$ cat config.mk
export PLATFORM = sky130hd
export DESIGN_NAME = ysyx_210184_wb_arbiter
export DESIGN_NICKNAME = d
export VERILOG_FILES = /design/src/rtl/ysyx_210184_wb_arbiter.sv
export SDC_FILE = /design/constraint.sdc
export NUM_CORES = 1
export LEC_CHECK = 0
export CAP_MARGIN = 20
export CORE_MARGIN = 2
export CORE_UTILIZATION = 37
export CTS_BUF_LIST = sky130_fd_sc_hd__clkbuf_8 sky130_fd_sc_hd__clkbuf_16
export DETAILED_ROUTE_END_ITERATION = 8
export PLACE_DENSITY = 0.77
export SYNTH_ARGS = -nofsm -noshare
export SYNTH_HDL_FRONTEND = slang
export SYNTH_SLANG_ARGS = --single-unit
export TNS_END_PERCENT = 30
$ cat constraint.sdc
create_clock -name clk -period 1.7 [get_ports clk]
set_input_delay 0.255 -clock clk [delete_from_list [all_inputs] [get_ports clk]]
set_output_delay 0.255 -clock clk [all_outputs]
set_load 0.02 [all_outputs]
$ cat src/rtl/ysyx_210184_wb_arbiter.sv
// Register-file write-port arbiter: round-robin between pipeline writeback (req0)
// and mul/div (req1), with a registered write stage and a mul/div busy scoreboard.
module ysyx_210184_wb_arbiter #(
  parameter int DATA_W = 64,
  parameter int NREG   = 32
) (
  input  logic              clk,
  input  logic              rst,
  input  logic              req0_valid,
  output logic              req0_ready,
  input  logic [4:0]        req0_addr,
  input  logic [DATA_W-1:0] req0_data,
  input  logic              req1_valid,
  output logic              req1_ready,
  input  logic [4:0]        req1_addr,
  input  logic [DATA_W-1:0] req1_data,
  input  logic              issue_valid,
  input  logic [4:0]        issue_rd,
  output logic              issue_ready,
  input  logic [4:0]        rs1_addr,
  input  logic [4:0]        rs2_addr,
  output logic              stall,
  output logic              w_ena,
  output logic [4:0]        w_addr,
  output logic [DATA_W-1:0] w_data,
  output logic [NREG-1:0]   busy
);

  logic            last_grant;
  logic            grant1;
  logic            acc0;
  logic            acc1;
  logic            issue_acc;
  logic [NREG-1:0] busy_next;

  // req1 wins when alone, or when contending and req0 had the last contested grant
  assign grant1     = req1_valid & (~req0_valid | ~last_grant);
  assign req1_ready = ~rst & grant1;
  assign req0_ready = ~rst & req0_valid & ~grant1;

  assign acc0 = req0_valid & req0_ready;
  assign acc1 = req1_valid & req1_ready;

  assign issue_ready = ~rst & ~busy[issue_rd];
  assign issue_acc   = issue_valid & issue_ready & (issue_rd != 5'd0);

  assign stall = busy[rs1_addr] | busy[rs2_addr];

  // Clear on mul/div writeback first so a same-cycle claim of that register wins
  always_comb begin
    busy_next = busy;
    if (acc1) busy_next[req1_addr] = 1'b0;
    if (issue_acc) busy_next[issue_rd] = 1'b1;
    busy_next[0] = 1'b0;
  end

  always_ff @(posedge clk) begin
    if (rst) begin
      w_ena      <= 1'b0;
      w_addr     <= 5'd0;
      w_data     <= '0;
      busy       <= '0;
      last_grant <= 1'b1;
    end else begin
      w_ena <= (acc0 && (req0_addr != 5'd0)) || (acc1 && (req1_addr != 5'd0));
      if (acc0) begin
        w_addr <= req0_addr;
        w_data <= req0_data;
      end else if (acc1) begin
        w_addr <= req1_addr;
        w_data <= req1_data;
      end
      // Rotation only advances on a contested grant
      if (req0_valid && req1_valid && (acc0 || acc1)) last_grant <= acc1;
      busy <= busy_next;
    end
  end

endmodule

==> results.yml, run 1 <==
finish:
  utilization_pct: 66.1
  num_antenna_cells: 0
  drive_gt1_share_pct: 21.4
  fin_nets: 1106
  area_growth_pct: 76.6
drt:
  post_drt_wl_per_cell_um: 18.1
  drc: 0
  wl_um: 20600
  drtAntennaViolNets: 0
  dr.pass1.iters: 5
  first_iter_violations: 344
  viasPerCell: 5.41
  vias: 6150
hold_path:
  hold_end: "last_grant"
  min_path_type: "primary input to register"
  hold_path_depth: 3
  worstHoldStart: "rst"
setup_path:
  cp-start-kind: "register"
  cp_max_fo: 2
  worstSetupEndpointType: "output pin"
  reg2regPathDepth: 5
  ff2ff_setup_slack_ps: 70
  worst_path_max_delay_cell: "mux4_2"
  crit_arrival_ps: 2200
  crit_chain: "mux4_2 -> mux2_2 -> a221o_1 -> a221oi_4 -> buf_6"
  path_class: "register to output pin"
  cpPeakStageDelay_ps: 480
  cp.required_ps: 1440
  r2r_end: "busy[16]"
  r2r-start: "busy[19]"
logic_synthesis:
  synthMuxAreaShare_pct: 11.3
  synth_flop_cell: "dfxtp_1"
  netlist_instances: 616
  syn-mean-instance-area_um2: 8.73
  synth-edff-count: 0
  async_reset_ff_share_pct: 0
  synth_top_area_share_pct: 38.0
  synth-seq-cells: 102
  yosysSeqAreaShare_pct: 38.0
  synth_simple_gate_area_share_pct: 28.8
  netlist_top_cells_area: "dfxtp_1, nand2_1, nand3b_1, mux4_2, a31oi_1"
  synth_top_family_by_area: "simple AND/OR/NAND/NOR gates"
  synth_compound_area_share_pct: 16.7
  synth_nets: 774
  yosys_warnings: 0
  ys_types: 46
  synthXorXnorAreaFrac_pct: 0
  synth_area_leader_cell: "dfxtp_1"
  synth_adder_area_share_pct: 0
  syn_area_um2: 5380
power:
  ir_drop_mv: 0.567
  power_leakage_nw: 3.63
  p_per_area_nw_per_um2: 667
sta:
  worst-slew-pin-transition_ps: 619
  slew_headroom_pct: 58.8
  finalCriticalPeriod_ps: 2450
  finClkSkew_ps: 7.27
  rsz0062_at_grt: "true"
  fin_crit_sh_pct: 144
  fmax_ghz: 0.407
  worst_slack_ps: -754
  slew_violations: 0
  setup_tns_ps: -1330
  hold_viol_final: 0
  finalSetupViolCount: 2
place:
  place_congestion: 0.929
  port_buffers: 262
  dp_slack_ps: -1430
  hpwl_um: 15300
clock_network:
  cts_tree: "built"
  cts_hold_buf: 0
  clk_pin_slew_ps: 70
  cts-root-buf: "clkbuf_16"
  numCtsBuffers: 9
  clock_latency_ps: 340
  cts_buffer_depth: 2
  cts_sinks: 102
  htreeDepth: 3
global_routing:
  antenna_found_initial: 0
  grtUsageTotal_pct: 25.7
  grt_start_max_net_pins: 72
  grt_pass1_wl_um: 32600
  grt-ovfl-total: 0
  grt_pass1_vias: 6214
floorplanning:
  ios: 264
  rows: 44
  die_w_um: 125
  die_h_um: 125
  initial_core_util_pct: 37.4
  die_area_um2: 15500
  coreArea_um2: 14400
flow_run:
  drv_cap: 0
outcome:
  violations: "negative setup slack"
  status: "complete, but fails checks"
## state kept, by name (all words and copies together), names as in the netlist
signal	cells
w_data	64
busy	31
w_ena	1
last_grant	1
w_addr	5
## how the worst max path moves through the flow
stage / startpoint / end / slack, ps / cells past startpoint
after global routing: busy[27] / issue_ready / -800 / 5
final: busy[27] / issue_ready / -750 / 5
after detailed placement: issue_rd[0] / issue_ready / -1430 / 6
after CTS: busy[19] / issue_ready / -740 / 5
after global placement: issue_rd[0] / issue_ready / -1400 / 6
after floorplan: busy[19] / issue_ready / -310 / 4
## layer usage
| metal | GRT usage, % | vias to the layer above | routed length (µm) | share of wire (%) |
|---|---|---|---|---|
| met1 | 30.7 | 2902 | 8030 | 39 |
| met2 | 45.5 | 283 | 10500 | 51 |
| met5 | 0 | - | 0 | 0 |
| li1 | - | 2943 | - | - |
| met3 | 6.96 | 22 | 1720 | 8.4 |
| met4 | 7.01 | 0 | 325 | 1.6 |
## logic make-up (layout without fill, tap and decap cells)
group,Yosys count,in the layout
simple gates,291,291
compound gates,121,121
flops,102,102
buf+inv,68,405
mux,33,33
other cells,1,1
## worst max-delay path: cells and delay by family (launching register included)
family	cells	cell delay [ps]
multiplexers	2	770
AO/OA/AOI/OAI	2	610
buffers and inverters	1	160
flip-flops	1	330
## power by group
| part | switching, mW | internal (mW) |
|---|---|---|
| clock network | 0.912 | 1.37 |
| logic | 0.650 | 0.849 |
| registers | 0.0590 | 2.49 |
| total | 1.62 | 4.72 |
## what timing repair did
item	CTS	global route
endpoints found under the setup margin	43	24
resized for setup	48	18
pin swaps	4	0
hold endpoints to repair	0	0
buffers inserted	3	2
gates cloned	1	0
## metrics by stage
step	instances	power [mW]	area, µm²	hold WS (ps)
after floorplan	616	3.18	5400	404
after global placement	1115	4.05	9030	474
after detailed placement	1115	4.07	9030	484
after CTS	1135	6.35	9430	313
after global routing	1137	6.57	9500	327
final	1137	6.34	9500	312
## final cells by class
cell class	instances	area, µm²
timing repair buffer	384	3750
tap	184	230
clock buffer	11	253
inverter	5	18.8
sequential	102	2060
fill	1147	4870
multi-input combinational	446	3100
clock inverter	5	81.3
## synthesized netlist by cell type, drive strengths merged (5+ instances only)
master and number:
nand2 164, clkbuf 50, mux4 22, mux2i 7, a32o 30, nand4 8, dfxtp 102, nand3b 69
a31oi 67, nor4 6, nor3b 6, nor3 5, nand2b 9, buf 13
## cell usage in the layout, fill, tap and decap left out, types with 2 or more instances in the layout
cell,instances
o21ai_0,2
nand4_1,8
a21oi_1,3
clkbuf_16,9
a22oi_1,3
inv_1,3
o21ai_1,2
mux4_2,22
nor2_1,4
nor3b_1,6
nor2b_1,2
clkdlybuf4s15_1,2
a31oi_1,67
clkdlybuf4s50_1,229
nand2_1,164
and3_1,3
nor4_2,5
o22ai_2,2
a32o_1,30
buf_2,2
nand2b_1,8
nand3_1,3
dfxtp_2,14
and3b_1,4
buf_12,15
dlymetal6s2s_1,6
a221o_1,2
dlygate4sd2_1,15
nand3b_1,69
buf_6,10
nor4b_2,2
bufinv_16,2
dfxtp_1,88
nor3_1,5
buf_4,104
mux2_2,4
mux2i_1,7
clkbuf_8,2
Note: power is estimated with default switching activity, not from simulation.
==> run 2: changes to the inputs <==
--- a/config.mk
+++ b/config.mk
@@ -11,7 +11,8 @@
 export CTS_BUF_LIST = sky130_fd_sc_hd__clkbuf_8 sky130_fd_sc_hd__clkbuf_16
 export DETAILED_ROUTE_END_ITERATION = 8
 export PLACE_DENSITY = 0.77
+export SLEW_MARGIN = 20
 export SYNTH_ARGS = -nofsm -noshare
 export SYNTH_HDL_FRONTEND = slang
 export SYNTH_SLANG_ARGS = --single-unit
-export TNS_END_PERCENT = 30
+export TNS_END_PERCENT = 10
==> results.yml, run 2 (synthesis results as in run 1) <==
outcome:
  status: "complete, but fails checks"
  violations: "negative setup slack"
sta:
  fin_crit_sh_pct: 144
  slew_headroom_pct: 59.7
  worst-slew-pin-transition_ps: 604
  setup_tns_ps: -1330
  rsz0062_at_grt: "true"
  finClkSkew_ps: 7.96
  fmax_ghz: 0.409
  finalSetupViolCount: 2
  worst_slack_ps: -744
  finalCriticalPeriod_ps: 2440
  slew_violations: 0
  hold_viol_final: 0
drt:
  wl_um: 20500
  first_iter_violations: 395
  drc: 0
  vias: 6146
  viasPerCell: 5.42
  dr.pass1.iters: 7
  drtAntennaViolNets: 0
  post_drt_wl_per_cell_um: 18.1
floorplanning:
  die_w_um: 125
  die_area_um2: 15500
  initial_core_util_pct: 37.4
  coreArea_um2: 14400
  ios: 264
  rows: 44
  die_h_um: 125
finish:
  fin_nets: 1102
  fillers: 1143
  area_growth_pct: 75.8
  top_register: "w_data"
  largest_register_ffs: 64
  mostFrequentLayoutCells: "clkdlybuf4s50_1, nand2_1, buf_4"
  biggestRegsByFlops: "w_data (64), busy (31), w_addr (5)"
  drive_gt1_share_pct: 21.2
  design_area_um2: 9460
  layout_commonest_cell: "clkdlybuf4s50_1"
  num_antenna_cells: 0
global_routing:
  grt_pass1_wl_um: 32600
  grt_pass1_vias: 6209
  grt-ovfl-total: 0
  grtUsageTotal_pct: 25.7
  antenna_found_initial: 0
  grt_start_max_net_pins: 72
clock_network:
  clk_pin_slew_ps: 70
  cts_sinks: 102
  htreeDepth: 3
  clock_latency_ps: 340
  cts_tree: "built"
  cts_hold_buf: 0
  cts-root-buf: "clkbuf_16"
  numCtsBuffers: 9
  cts_buffer_depth: 2
hold_path:
  worstHoldStart: "rst"
  hold_end: "last_grant"
  min_path_type: "primary input to register"
  hold_path_depth: 3
setup_path:
  r2r_end: "busy[16]"
  path_class: "register to output pin"
  cp-start-kind: "register"
  cp_max_fo: 2
  crit_arrival_ps: 2190
  cp.required_ps: 1440
  cp-startpoint: "busy[19]"
  worstSetupEndpointType: "output pin"
  ff2ff_setup_slack_ps: 110
  r2r-start: "busy[19]"
  reg2regPathDepth: 5
power:
  p_per_area_nw_per_um2: 669
  ir_drop_mv: 0.569
  finalPower_mw: 6.33
  power_leakage_nw: 3.62
place:
  place_congestion: 0.929
  hpwl_um: 15300
  placed_cell_area_um2: 9030
  port_buffers: 262
flow_run:
  drv_cap: 0
## run 2: cell count changes in the layout (fill, tap and decap cells not counted), sizes merged
cell           previous run  this run
buf                     131       128
clkdlybuf4s50           229       228
dlygate4sd2              15        14
dlymetal6s2s              6         7
## run 2: worst max path at each step
stage                        endpoint  slack (ps)  cells past startpoint
after floorplan           issue_ready        -310                      4
after global placement    issue_ready       -1400                      6
after detailed placement  issue_ready       -1430                      6
after CTS                 issue_ready        -740                      5
after global routing      issue_ready        -800                      5
final                     issue_ready        -740                      5
## run 2: cell type report
class / instances / area, µm² / share of cell area, %
flip-flops and latches: 102 / 2060 / 21.8
repair buffers: 380 / 3710 / 39.2
multi-input cells: 446 / 3110 / 32.8
well taps: 184 / 230 / 2.43
clock buffers: 11 / 253 / 2.67
clock inverters: 5 / 81.3 / 0.860
inverters: 5 / 21.3 / 0.225
## run 2: where the power goes
part	internal (mW)	switching, mW
clock	1.37	0.915
combinational	0.843	0.647
sequential	2.49	0.0586
## run 2: per-layer routing
metal  up-vias  global-route usage (%)  share of wire [%]
li1       2941                       -                  -
met1      2889                    30.6                 39
met2       290                    45.3                 50
met3        26                    6.96                8.4
met4         0                    7.47                2.0
met5         -                       0                  0
## run 2: through the flow
stage	setup WS (ps)	cells	util (%)	hold WS (ps)
detailed placement	-1430	1115	62.9	484
global placement	-1400	1115	62.9	474
CTS	-738	1133	65.5	313
finish	-744	1133	65.8	314
floorplan	-310	616	-	404
global route	-798	1133	65.8	329
## run 2: worst max-delay path, cell delays in order, from the launching register on
cell	delay, ps
dfxtp_2	320
mux4_2	480
mux2_2	280
a221o_1	330
a221oi_4	280
buf_6	160
## run 2: repair_timing
action / in CTS / in global routing
setup buffers: 1 / 0
resized for setup: 48 / 14
cloned: 1 / 0
endpoints found under the setup margin: 43 / 18
pin swaps: 4 / 1
==> run 3: changes to the inputs <==
--- a/config.mk
+++ b/config.mk
@@ -5,12 +5,13 @@
 export SDC_FILE = /design/constraint.sdc
 export NUM_CORES = 1
 export LEC_CHECK = 0
+export ABC_AREA = 1
 export CAP_MARGIN = 20
-export CORE_MARGIN = 2
+export CORE_MARGIN = 4
 export CORE_UTILIZATION = 37
 export CTS_BUF_LIST = sky130_fd_sc_hd__clkbuf_8 sky130_fd_sc_hd__clkbuf_16
 export DETAILED_ROUTE_END_ITERATION = 8
-export PLACE_DENSITY = 0.77
+export PLACE_DENSITY = 0.78
 export SLEW_MARGIN = 20
 export SYNTH_ARGS = -nofsm -noshare
 export SYNTH_HDL_FRONTEND = slang
==> results.yml, run 3 <==
power:
  power_leakage_nw: 3.67
  ir_drop_mv: 0.522
  finalPower_mw: 6.18
  p_per_area_nw_per_um2: 681
setup_path:
  r2r_end: "busy[7]"
  cp-startpoint: "issue_rd[0]"
  reg2regPathDepth: 13
  worstSetupEndpointType: "output pin"
  endpoint: "issue_ready"
  cp_max_fo: 4
  r2r-start: "busy[14]"
  crit_arrival_ps: 1580
  ff2ff_setup_slack_ps: -10
  cp-start-kind: "primary input"
  path_class: "primary input to output pin"
  cp.required_ps: 1440
sta:
  finalSetupViolCount: 6
  worst_slack_ps: -133
  hold_slack_ps: 200
  slew_headroom_pct: 66.1
  rsz0062_at_grt: "true"
  finalCriticalPeriod_ps: 1830
  worst-slew-pin-transition_ps: 508
  fmax_ghz: 0.546
  slew_violations: 0
  hold_viol_final: 0
  fin_crit_sh_pct: 108
  finClkSkew_ps: 8.19
place:
  port_buffers: 262
  hpwl_um: 16600
  placed_cell_area_um2: 8630
  dp_slack_ps: -879
  place_congestion: 0.921
logic_synthesis:
  synth_most_common_cell: "nand2_1"
  synth_top_area_share_pct: 39.1
  netlist_instances: 794
  synth_adder_area_share_pct: 0
  ys_types: 30
  yosys-top-cells-count: "nand2_1, dfxtp_1, o21ai_0"
  async_reset_ff_share_pct: 0
  synthMuxAreaShare_pct: 0
  netlist_top_cells_area: "dfxtp_1, nand2_1, a31oi_1, o21ai_0, a21oi_1"
  synth_compound_area_share_pct: 22.5
  synth-edff-count: 0
  synthXorXnorAreaFrac_pct: 0
  synth_simple_gate_area_share_pct: 30.4
  synth_top_family_by_area: "simple AND/OR/NAND/NOR gates"
  synth_area_leader_cell: "dfxtp_1"
  yosysSeqAreaShare_pct: 39.1
  synth_flop_cell: "dfxtp_1"
  syn_area_um2: 5230
  synth-seq-cells: 102
  syn-mean-instance-area_um2: 6.58
  synth_nets: 952
  yosys_warnings: 0
drt:
  drtAntennaViolNets: 0
  dr.pass1.iters: 7
  post_drt_wl_per_cell_um: 16.7
  drc: 0
  wl_um: 21700
  vias: 6841
  first_iter_violations: 399
  viasPerCell: 5.24
global_routing:
  grtUsageTotal_pct: 25.6
  grt_pass1_wl_um: 32700
  antenna_found_initial: 1
  grt-ovfl-total: 0
  grt_start_max_net_pins: 48
  grt_pass1_vias: 6243
finish:
  design_area_um2: 9070
  largest_register_ffs: 64
  biggestRegsByFlops: "w_data (64), busy (31), w_addr (5)"
  layout_commonest_cell: "nand2_1"
  multi_input_area_um2: 2840
  regArea_um2: 2070
  num_antenna_cells: 0
  fin_nets: 1278
  utilization_pct: 65.3
  area_growth_pct: 73.5
  fillers: 1256
  drive_gt1_share_pct: 16.2
  top_register: "w_data"
  mostFrequentLayoutCells: "nand2_1, clkdlybuf4s50_1, buf_4"
clock_network:
  numCtsBuffers: 9
  clock_latency_ps: 350
  clk_pin_slew_ps: 70
  cts-root-buf: "clkbuf_16"
  htreeDepth: 3
  cts_tree: "built"
  cts_buffer_depth: 2
  cts_sinks: 102
outcome:
  violations: "negative setup slack"
  status: "complete, but fails checks"
floorplanning:
  die_w_um: 127
  initial_core_util_pct: 37.7
  ios: 264
  rows: 43
  die_h_um: 127
  die_area_um2: 16100
  coreArea_um2: 13900
hold_path:
  min_path_type: "primary input to register"
  hold_path_depth: 2
flow_run:
  drv_cap: 0
==> run 3: kinds of logic after synthesis <==
logic type / count (synthesis)
compound gates: 209
buf+inv: 95
flops: 102
other cells: 1
simple gates: 387
==> run 3: area by class of cell <==
cell class | instances | area share (%)
clock buffer | 9 | 2.48
clock inverter | 7 | 0.800
inverter | 43 | 1.81
multi-input combinational | 597 | 31.4
sequential | 102 | 22.9
tap | 180 | 2.48
timing repair buffer | 366 | 38.2
timing repair inverter | 1 | 0.0414
==> run 3: per-stage QoR <==
| step | TNS [ps] | std cells |
|---|---|---|
| 5_1_grt | -3820 | 1305 |
| 2_1_floorplan | 0 | 794 |
| 3_3_place_gp | -28520 | 1283 |
| 6_report | -307 | 1305 |
| 3_5_place_dp | -30170 | 1283 |
| 4_1_cts | -200 | 1302 |
==> run 3: worst min-delay path by stage <==
stage / from / endpoint / slack [ps]
after floorplan: req0_addr[2] / w_ena / 370
after global placement: last_grant / last_grant / 460
after detailed placement: w_data[42] / w_data[42] / 470
after CTS: rst / busy[18] / 190
after global routing: rst / busy[18] / 200
final: rst / busy[18] / 200
==> run 3: timing repair <==
item / CTS / global route
gates cloned: 1 / 0
hold buffers: 0 / 0
resized for setup: 89 / 44
setup endpoints to repair: 61 / 42
pin swaps: 10 / 14
endpoints found under the hold margin: 0 / 0
buffers inserted: 2 / 3
==> run 3: critical path, cell delays in order <==
cell and delay, ps:
clkdlybuf4s15_1 270, buf_6 180, buf_4 130, nand2_4 70, o21ai_1 70, o21ai_1 160, nand3_1 140, nor2_4 160
buf_6 130
==> run 3: per-layer routing <==
| layer | part of all wire (%) | vias to the layer above | track usage (%) |
|---|---|---|---|
| li1 | - | 3355 | - |
| met1 | 38 | 3091 | 30.3 |
| met3 | 9.3 | 46 | 6.44 |
| met4 | 3.0 | 2 | 10.7 |
| met2 | 50 | 347 | 44.0 |
| met5 | 0.037 | - | 0 |
==> run 3: report_power, final <==
group,internal [mW],switching (mW),total (mW)
Sequential,2.50,0.0642,2.56
Combinational,0.773,0.728,1.50
Clock,1.15,0.962,2.11
Total,4.42,1.75,6.18
